`src/rtl/seg_scan_driver_if.sv`:
```
// Display bus for the multiplexed seven-segment scan driver.
// The master supplies strobe and digit content; the slave drives anodes and segments.
interface seg_scan_driver_if #(
  parameter int DIGITS = 8
);
  logic                  scan_clk;
  logic [4*DIGITS-1:0]   data;
  logic [DIGITS-1:0]     digit_en;
  logic [DIGITS-1:0]     dp;
  logic [DIGITS-1:0]     an;
  logic [6:0]            seg;
  logic                  dot;

  modport master (
    output scan_clk,
    output data,
    output digit_en,
    output dp,
    input  an,
    input  seg,
    input  dot
  );

  modport slave (
    input  scan_clk,
    input  data,
    input  digit_en,
    input  dp,
    output an,
    output seg,
    output dot
  );
endinterface

```
`src/rtl/seg_scan_driver.sv`:
```
// Multiplexed 7-segment scan driver, common-anode, hex digits.
// Advances one digit per rising strobe edge with an anti-ghosting blank gap.
module seg_scan_driver #(
  parameter int DIGITS       = 8,
  parameter int IDX_W        = 3,
  parameter int BLANK_CYCLES = 4
) (
  input  logic              clk,
  input  logic              rst_n,
  seg_scan_driver_if.slave  bus
);

  typedef enum logic {
    BLANK = 1'b0,
    DRIVE = 1'b1
  } state_t;

  localparam logic [7:0] CNT_INIT =
    8'(BLANK_CYCLES > 0 ? BLANK_CYCLES - 1 : 0);
  localparam logic [IDX_W-1:0] LAST = IDX_W'(DIGITS - 1);
  localparam bit HAS_BLANK = (BLANK_CYCLES > 0);

  state_t             state;
  state_t             nstate;
  logic [7:0]         cnt;
  logic [7:0]         ncnt;
  logic [IDX_W-1:0]   idx;
  logic [IDX_W-1:0]   nidx;
  logic               s1;
  logic               s2;
  logic               rise;
  logic               run;
  logic               nrun;
  logic [DIGITS-1:0]  nan;
  logic [6:0]         nseg;
  logic               ndot;
  logic [3:0]         nib;

  function automatic logic [6:0] hex7(input logic [3:0] n);
    logic [6:0] s;
    unique case (n)
      4'h0: s = 7'b1000000;
      4'h1: s = 7'b1111001;
      4'h2: s = 7'b0100100;
      4'h3: s = 7'b0110000;
      4'h4: s = 7'b0011001;
      4'h5: s = 7'b0010010;
      4'h6: s = 7'b0000010;
      4'h7: s = 7'b1111000;
      4'h8: s = 7'b0000000;
      4'h9: s = 7'b0010000;
      4'hA: s = 7'b0001000;
      4'hB: s = 7'b0000011;
      4'hC: s = 7'b1000110;
      4'hD: s = 7'b0100001;
      4'hE: s = 7'b0000110;
      default: s = 7'b0001110;
    endcase
    return s;
  endfunction

  assign rise = s1 & ~s2;
  assign nib  = bus.data[4*nidx +: 4];

  // run holds the display dark from reset until the first genuine edge
  always_comb begin
    nstate = state;
    ncnt   = cnt;
    nidx   = idx;
    nrun   = run;
    nan    = '1;
    nseg   = '1;
    ndot   = 1'b1;
    if (rise) begin
      nrun = 1'b1;
      nidx = (idx == LAST) ? '0 : idx + IDX_W'(1);
      if (HAS_BLANK) begin
        nstate = BLANK;
        ncnt   = CNT_INIT;
      end else begin
        nstate = DRIVE;
      end
    end else if (state == BLANK && run) begin
      if (cnt == 8'd0) nstate = DRIVE;
      else             ncnt   = cnt - 8'd1;
    end
    if (nstate == DRIVE && bus.digit_en[nidx]) begin
      nan  = ~(DIGITS'(1) << nidx);
      nseg = hex7(nib);
      ndot = ~bus.dp[nidx];
    end
  end

  always_ff @(posedge clk) begin
    if (!rst_n) begin
      s1      <= 1'b1;
      s2      <= 1'b1;
      idx     <= LAST;
      state   <= BLANK;
      cnt     <= 8'd0;
      run     <= 1'b0;
      bus.an  <= '1;
      bus.seg <= 7'b1111111;
      bus.dot <= 1'b1;
    end else begin
      s1      <= bus.scan_clk;
      s2      <= s1;
      idx     <= nidx;
      state   <= nstate;
      cnt     <= ncnt;
      run     <= nrun;
      bus.an  <= nan;
      bus.seg <= nseg;
      bus.dot <= ndot;
    end
  end

endmodule
```
`src/flat_wrapper.sv`:
```
// flat-port wrapper written by rule: the top's interface ports become plain ports
module seg_scan_driver_flat 
#(
  parameter int DIGITS       = 8,
  parameter int IDX_W        = 3,
  parameter int BLANK_CYCLES = 4
)
  (clk, rst_n, bus_scan_clk, bus_data, bus_digit_en, bus_dp, bus_an, bus_seg, bus_dot);
  seg_scan_driver_if #(.DIGITS(DIGITS)) bus_i ();
  input  logic clk;
  input  logic rst_n;
  input wire logic [$bits(bus_i.scan_clk)-1:0] bus_scan_clk;
  input wire logic [$bits(bus_i.data)-1:0] bus_data;
  input wire logic [$bits(bus_i.digit_en)-1:0] bus_digit_en;
  input wire logic [$bits(bus_i.dp)-1:0] bus_dp;
  output wire logic [$bits(bus_i.an)-1:0] bus_an;
  output wire logic [$bits(bus_i.seg)-1:0] bus_seg;
  output wire logic [$bits(bus_i.dot)-1:0] bus_dot;
  assign bus_i.scan_clk = bus_scan_clk;
  assign bus_i.data = bus_data;
  assign bus_i.digit_en = bus_digit_en;
  assign bus_i.dp = bus_dp;
  assign bus_an = bus_i.an;
  assign bus_seg = bus_i.seg;
  assign bus_dot = bus_i.dot;
  seg_scan_driver #(.DIGITS(DIGITS), .IDX_W(IDX_W), .BLANK_CYCLES(BLANK_CYCLES)) u_core (.clk(clk), .rst_n(rst_n), .bus(bus_i));
endmodule
```
`config.mk`:
```
export PLATFORM = sky130hd
export DESIGN_NAME = seg_scan_driver_flat
export DESIGN_NICKNAME = d
export VERILOG_FILES = /design/src/rtl/seg_scan_driver_if.sv /design/src/rtl/seg_scan_driver.sv /design/src/flat_wrapper.sv
export SDC_FILE = /design/constraint.sdc
export NUM_CORES = 1
export LEC_CHECK = 0
export ABC_AREA = 1
export ABC_CLOCK_PERIOD_IN_PS = 6900
export CORE_MARGIN = 2
export CORE_UTILIZATION = 32
export DETAILED_ROUTE_END_ITERATION = 8
export PLACE_DENSITY = 0.67
export SYNTH_ARGS = -nofsm -noshare
export SYNTH_HDL_FRONTEND = slang
export SYNTH_SLANG_ARGS = --single-unit
```
`constraint.sdc`:
```
create_clock -name clk -period 6.9 [get_ports clk]
set_clock_uncertainty 0.15 [all_clocks]
set_input_delay 1.035 -clock clk [delete_from_list [all_inputs] [get_ports clk]]
set_output_delay 1.035 -clock clk [all_outputs]
set_load 0.02 [all_outputs]
```
Yosys cells after proc, flatten, opt, wreduce, memory -nomap -nowiden

Memory sizes are Yosys's and may differ from the RTL's. A register that Yosys moved wholly into a read port is not among the register bits.
Cells that the tools add are included.

Memories: 1
Register bits after elaboration: 24
Bits in latches: 0
RAM bits: 0
Bits in read-only memories: 112

Memory list:

| memory           | words | bits a word | read ports | clocked after memory_dff | wr ports | line                  | source |
|---|---|---|---|---|---|---|---|
| (name not given) | 16    | 7           | 1          | 1                        | 0        | seg_scan_driver.sv:41 | `unique case (n)` |

Shift-type cells: 2
Eq/ne operators: 2
Multiplexer cells: 12
Divide/modulo/power cells: 0
Reductions and logical operators: 9
$add $sub $neg: 2
Bitwise operators: 7
$lt $le $gt $ge: 1
$mul: 0

Operator list:

| cell                | number |
|---|---|
| $shiftx 32x6->4     | 1 |
| $logic_not 8->1     | 1 |
| $not 8->8           | 1 |
| $shl 1x3->8 const A | 1 |
| $sub 8x1->8 const B | 1 |
| $bmux 1 s3          | 2 |
| $mux 2              | 3 |
| $mux 3              | 2 |
| $reduce_and 2->1    | 3 |
| $mux 1              | 5 |
| $not 1->1           | 5 |
| $lt 3x4->1 const B  | 1 |
| $add 3x1->3 const B | 1 |
| $eq 3x3->1 const B  | 1 |
| $logic_and 1x1->1   | 2 |
| $ne 2x1->1 const B  | 1 |
| $reduce_bool 2->1   | 1 |
| $reduce_or 2->1     | 1 |
| $and 1x1->1         | 1 |
| $logic_not 1->1     | 1 |

Logic depth before layout (Yosys ltp)

Depth after elaboration: 8
Mapped depth: 18
Depth with buffers taken out: 17

Least setup slack after synthesis

OpenSTA, ideal clock, no wires.

Path type: reg-to-reg
Start: register u_core.idx[0]
End: register u_core.bus.seg[3]
Slack: 4.539 ns
Clock period less this slack: 2.361 ns
Arrival time: 2.094 ns
Setup time: 0.117 ns
Stages on the path, launching flop included: 15
Cell sequence: dfxtp_1 > ha_1 > ha_1 > inv_1 > o21ai_2 > inv_1 > clkbuf_1 > nand3_1 > nand2_1 > inv_1 > ha_1 > nand2_1 > nand2_1 > nand2_1 > nand3_2

Word-level cells in the longest chain between the ends: 8

RTL lines:

| element                                          | line                     | source |
|---|---|---|
| start, declared                                  | seg_scan_driver.sv:27    | `logic [IDX_W-1:0] idx;` |
| start signal, assigned                           | seg_scan_driver.sv:108   | `idx <= nidx;` |
| $add 3x1->3 / $eq 3x3->1 (equally long branches) | seg_scan_driver.sv:76    | `nidx = (idx == LAST) ? '0 : idx + IDX_W'(1);` |
| $mux 3                                           | seg_scan_driver.sv:76    |  |
| $mux 3 (*)                                       | seg_scan_driver.sv:74    | `if (rise) begin` |
| $bmux 1 s3                                       | seg_scan_driver.sv:87    | `if (nstate == DRIVE && bus.digit_en[nidx]) begin` |
| $mux 1 (implied by the code)                     | seg_scan_driver.sv:87    |  |
| $logic_and 1x1->1                                | seg_scan_driver.sv:87    |  |
| $reduce_and 2->1 (no source line)                | -                        |  |
| $logic_not 1->1 (no source line)                 | -                        |  |
| end, declared                                    | seg_scan_driver_if.sv:30 | `output seg,` |

Mark *: on every way between the ends. The rest lies on a longest branch, timed or not. The select of a mux whose other input is x is not followed.
A chain may end at the register's enable or synchronous reset.

Final worst setup path

Same ends and word-level chain as after synthesis.

==> results.toml <==
[clock_network]
cts.repair_timing.setup_buffer_count = 0
cts_num_sinks = 31
ctsHtreeMaxLevel = 2
cell_at_the_root_of_the_clock_tree = "sky130_fd_sc_hd__clkbuf_8"
cts-root-to-sink-buffers = 2
clkTransAtPathRegs_ps = 70
cts-hold-fix-buffers = 0
postCtsResizedCells = 0
clock_tree_from_tritoncts = "built"
tritoncts.num_buffers = 5
clkLatencyLatePin_ps = 280

[worst_setup_path]
critPathMaxStageDelay_ps = 450
worstPathCellList = "ha_1, ha_1, inv_1, o21ai_2, inv_1, nand3_1, nand2_1, ha_1, inv_1, nand2_1, nand2_1, nand2_1, nand3_2"
cp_top_family = "adder cells"
critical_path_required_ps = 6910
start_kind = "flip-flop"
slowest_library_cell_on_the_worst_path = "sky130_fd_sc_hd__o21ai_2"
cp.arrival_ps = 2870
critical_path.n_buffers_inverters = 3
start_to_end_type_of_the_worst_setup_path = "flip-flop to flip-flop"
critical_path.max_fanout = 13
cpMostUsedCell = "sky130_fd_sc_hd__nand2_1"
setup.worst_path.end_class = "flip-flop"

[synth]
synth-main-ff-cell = "sky130_fd_sc_hd__dfxtp_1"
yosysUniqueCellTypes = 27
yosys.cell_count.top_type = "sky130_fd_sc_hd__nand2_1"
commonest_cells_post_synth = "117 x sky130_fd_sc_hd__nand2_1, 47 x sky130_fd_sc_hd__inv_1, 34 x sky130_fd_sc_hd__nand3_1, 31 x sky130_fd_sc_hd__dfxtp_1, 23 x sky130_fd_sc_hd__nor2_1"
synth_compound_area_share_pct = 7.67
synth_warn = 0
synth.area.top_cells = "sky130_fd_sc_hd__dfxtp_1 31%, sky130_fd_sc_hd__nand2_1 22%, sky130_fd_sc_hd__inv_1 8.8%"
yosysTopAreaCell = "sky130_fd_sc_hd__dfxtp_1"
postSynthNetCount = 386
muxShareOfSynthArea_pct = 0
synth_enable_flop_cells = 0
synthSimpleGateAreaFrac_pct = 42.4
netlist_area_mm2 = 0.00201
synth-seq-cells = 31
synth_top_area_share_pct = 30.9
synth_xor_area_share_pct = 0
synth_async_sr_flop_share_pct = 0
yosys.area_share.adder_pct = 6.23
synthesized_netlist_cell_count = 325
synth_top_family_by_area = "simple AND/OR/NAND/NOR gates"
avgSynthCellArea_um2 = 6.18
synth-seq-area-share_pct = 30.9

[power]
netsw_uw = 148
share_comb_of_total_power_pct = 28.8
power_density_mw_per_mm2 = 179
power.total_uw = 502
power.leakage_nw = 1.37
power_switching_share_pct = 29.5
power.clock.fraction_pct = 33.7
intPower_uw = 354
vdd.ir_drop.worst_mv = 0.102
share_seq_of_total_power_pct = 37.5

[global_route]
grt_pass1_vias = 1888
globalRoute.totalOverflow = 0
grt_start_max_net_pins = 23
grt_pass1_wl_um = 7850
groute.usage.overall_pct = 13.7
antenna_found_initial = 0

[floorplan]
core_area_mm2 = 0.00599
die_area_mm2 = 0.00692
die-width_um = 83.2
floorplan.initialDensity_pct = 33.5
die_height_um = 83.2
io_pins = 67
num_rows = 28

[sta]
final_critical_path_time_including_i_o_delays_and_setup_ps = 2860
tightest_slew_ps = 608
rsz0062_at_grt = "false"
layout_worst_path_cycle_share_pct = 41.4
timing.final.hold_violations = 0
worst_hold_slack_ps = 317
timing.final.setup_violations = 0
maxClockFrequency_ghz = 0.350
report.final.slew_viol_count = 0
slew-limit-headroom_pct = 59.5
final.setup.tns_ps = 0

[final_layout]
fin_area_mm2 = 0.00281
antenna-diode-count = 0
layout-area-overhead-vs-synth_pct = 40.0
final_nets = 452
layout.filler_cells = 597
post_route_cells_drive_above_1_share_pct = 6.91

[drt]
drt_first_pass_iters = 4
detailedRoute.firstIterationViolations = 75
drt-vias-per-instance = 4.40
postRouteAntennaNets = 0
wl_um = 4510
dr_total_vias = 2051
drc = 0
post_drt_wl_per_cell_um = 9.68

[placed_design]
port_buffers = 66
post_dp_cell_area_mm2 = 0.00271
dp.final_hpwl_um = 3660
gpl.final_weighted_congestion = 0.840

[flow_run]
max_cap_violations = 0

[min_path]
min-delay-path-class = "flip-flop to flip-flop"

[status]
status = "complete, no violations"
==> registers in the layout (all words and copies together) (netlist names) <==
register,flops
u_core.bus.dot,1
u_core.s2,1
u_core.idx,3
u_core.s1,1
u_core.cnt,8
u_core.state,1
u_core.bus.an,8
u_core.run,1
u_core.bus.seg,7
==> per-layer routing <==
layer,global-route usage (%),part of all wire (%),up-vias,wire length (um)
met5,0,0,-,0
li1,-,-,1131,-
met4,6.26,1.8,0,79
met1,17.0,49,849,2230
met3,3.98,6.9,6,310
met2,22.0,42,65,1890
==> worst paths after layout <==
check / start / to / depth (start not counted) / slack [ps]
setup / recovery: u_core.idx[0] / u_core.bus.seg[3] / 13 / 4040
hold / removal: u_core.cnt[0] / u_core.cnt[0] / 2 / 320
setup reg to reg: u_core.idx[0] / u_core.bus.seg[3] / 13 / 4040
hold reg to reg: u_core.cnt[0] / u_core.cnt[0] / 2 / 320
==> metrics by stage <==
step | utilization (%) | worst slack (ps) | std cells
after floorplan | - | 4540 | 325
after global placement | 45.2 | 3940 | 459
after detailed placement | 45.2 | 3900 | 459
after CTS | 46.9 | 4020 | 466
after global routing | 46.9 | 3710 | 466
final | 46.9 | 4040 | 466
==> layout by cell type, fill, tap and decap left out, types with 6 or more instances in the layout <==
| cell type | count |
|---|---|
| sky130_fd_sc_hd__nand3_1 | 34 |
| sky130_fd_sc_hd__nor2_1 | 23 |
| sky130_fd_sc_hd__ha_1 | 10 |
| sky130_fd_sc_hd__o21ai_0 | 11 |
| sky130_fd_sc_hd__clkdlybuf4s50_1 | 66 |
| sky130_fd_sc_hd__o21ai_1 | 6 |
| sky130_fd_sc_hd__dfxtp_1 | 31 |
| sky130_fd_sc_hd__nand2_1 | 117 |
| sky130_fd_sc_hd__inv_1 | 47 |
| sky130_fd_sc_hd__a21oi_1 | 9 |
==> power groups by stage <==
stage | Combinational (mW) | Sequential, mW | Clock (mW)
after floorplan | 0.0936 | 0.195 | 0
after global placement | 0.144 | 0.192 | 0
after detailed placement | 0.144 | 0.192 | 0
after CTS | 0.145 | 0.188 | 0.172
after global routing | 0.166 | 0.189 | 0.180
final | 0.144 | 0.188 | 0.169
==> layout make-up <==
type,count,area [um^2],area share (%)
Tap cell,75,93.8,3.34
Inverter,54,203,7.21
Clock buffer,6,72.6,2.58
Multi-Input combinational cell,233,1130,40.2
Clock inverter,1,30.0,1.07
Sequential cell,31,621,22.1
Timing Repair Buffer,66,661,23.5
==> worst register-to-register path, delay by kind of cell (launching register included) <==
kind,cells,cell delay [ps]
buf+inv,3,420
flops,1,340
simple gates,6,560
fa+ha+maj,3,820
compound gates,1,450
==> cell families after synthesis <==
logic type	Yosys count
compound gates	29
flops	31
fa+ha+maj	10
buf+inv	61
simple gates	194
Note: power is estimated with default switching activity, not from simulation.
==> variant, RTL diff (same settings) <==
`IDX_W` is set to 3 in 2 places; all go to 4.
--- a/src/rtl/seg_scan_driver.sv
+++ b/src/rtl/seg_scan_driver.sv
@@ -2,7 +2,7 @@
 // Advances one digit per rising strobe edge with an anti-ghosting blank gap.
 module seg_scan_driver #(
   parameter int DIGITS       = 8,
-  parameter int IDX_W        = 3,
+  parameter int IDX_W        = 4,
   parameter int BLANK_CYCLES = 4
 ) (
   input  logic              clk,
--- a/src/flat_wrapper.sv
+++ b/src/flat_wrapper.sv
@@ -2,7 +2,7 @@
 module seg_scan_driver_flat 
 #(
   parameter int DIGITS       = 8,
-  parameter int IDX_W        = 3,
+  parameter int IDX_W        = 4,
   parameter int BLANK_CYCLES = 4
 )
   (clk, rst_n, bus_scan_clk, bus_data, bus_digit_en, bus_dp, bus_an, bus_seg, bus_dot);
Formal check against the unedited RTL: same outputs for any inputs over 10 cycles, from zero or initial values and one cycle with rst_n low; that may be too few to reach the edited logic, so the function may still have changed.
==> variant against the unedited design <==
- synthesized area increased by 1.8%
- routed wire length increased by 13%
- sequential cell count increased by 1
- power increased by 5.1%
- worst hold slack got worse by 1.2 ps
- worst setup slack got worse by 16 ps
- combinational power increased by 29%
- final area increased by 2.4%
- highest routed layer unchanged
==> variant: results (changes against the unedited design) <==
outcome: "finished, final reports clean"
grtUsageMet1: 0.196  # +0.0258
startpoint: "u_core.idx[1]"
fillers: 653  # +9.4%
grt_usage: 0.153  # +0.0157
place_ws_ps: 3890  # -8.95 ps
finalNonFillerCells: 455  # -2.4%
place_inst: 447  # -2.6%
grt_max_degree: 15  # -35%
synth_nets: 365  # -5.4%
irDropWorstVdd_uv: 117  # +15%
drive_gt1_frac: 0.122  # +0.0526
synth_xor_area_frac: 0.00796  # +0.00796
p_int_uw: 349  # -1.6%
pg_comb_uw: 186  # +29%
p_total_uw: 528  # +5.1%
wl_met2_um: 2220  # +17%
max_freq_mhz: 348  # -0.55%
synthTopCellsByArea: "dfxtp_1 31%, nand2_1 12%, nor2_1 8.5%"
cp.arrival_ps: 2890  # +20 ps
path_clk_slew_ps: 60
finalWirelength_um: 5070  # +13%
first_iter_violations: 87  # +16%
nNetsFinal: 437  # -3.3%
grt_pass1_vias: 2058  # +9.0%
cp_top_family: "simple AND/OR/NAND/NOR gates"
seq_area_frac_synth: 0.314  # +0.00431
synth_common_cells: "68 x nand2_1, 46 x nor2_1, 41 x inv_1"
cpMaxStageDelayCell: "nor2_2"
yosysWarnings: 0  # unchanged
slowest_delay_ps: 410  # -40 ps
worst_slew_pin_slew_ps: 532  # -75.9 ps
met3WireLength_um: 270  # -13%
synth_fa_ha_area_frac: 0.0551  # -0.00723
grt.met2_usage: 0.247  # +0.0273
top_regs: "u_core.bus.an x8, u_core.cnt x8, u_core.bus.seg x7"
met3_usage: 0.0396  # -0.000197
ys_types: 27  # unchanged
worstHoldPathType: "reg -> reg"
place_congestion: 0.817  # -2.8%
dp_hpwl_um: 4140  # +13%
grt_pass1_wl_um: 8950  # +14%
syn_inst: 305  # -6.2%
timing.reg2reg.setup_slack_ps: 4030  # -20 ps
worstPathMaxFanout: 8  # -5
synth_compound_area_frac: 0.0821  # +0.00537
r2r-end: "u_core.bus.seg[4]"
r2r_cells: 13  # unchanged
drt-met1-wl_um: 2480  # +11%
p_clk_uw: 146  # -14%
reg2reg_from: "u_core.idx[1]"
via_per_inst: 4.59  # +4.3%
[variant: cell count changes in the layout (fill, tap and decap cells not counted), sizes merged, moves of 2 or more]
cell	delta
nor3	+2
o22ai	+4
inv	-2
nand3b	+4
clkbuf	+2
nand2	-42
clkinv	-2
nand3	-9
o21ai	-4
nand4	+3
nor2	+30
[variant: metrics by stage]
step	utilization	hold slack [ps]	cell area, sq um
2_1_floorplan	-	295	2040
5_1_grt	0.459	355	2880
3_5_place_dp	0.444	311	2790
6_report	0.459	316	2880
4_1_cts	0.459	320	2880
3_3_place_gp	0.444	302	2790
[variant: cell type report]
| type | instances | area (sq um) | share of cell area |
|---|---|---|---|
| clock buffers | 8 | 90.1 | 0.0313 |
| multi-input cells | 222 | 1200 | 0.416 |
| inverters | 50 | 193 | 0.0669 |
| repair buffers | 66 | 661 | 0.229 |
| well taps | 77 | 96.3 | 0.0335 |
| flip-flops and latches | 32 | 641 | 0.223 |
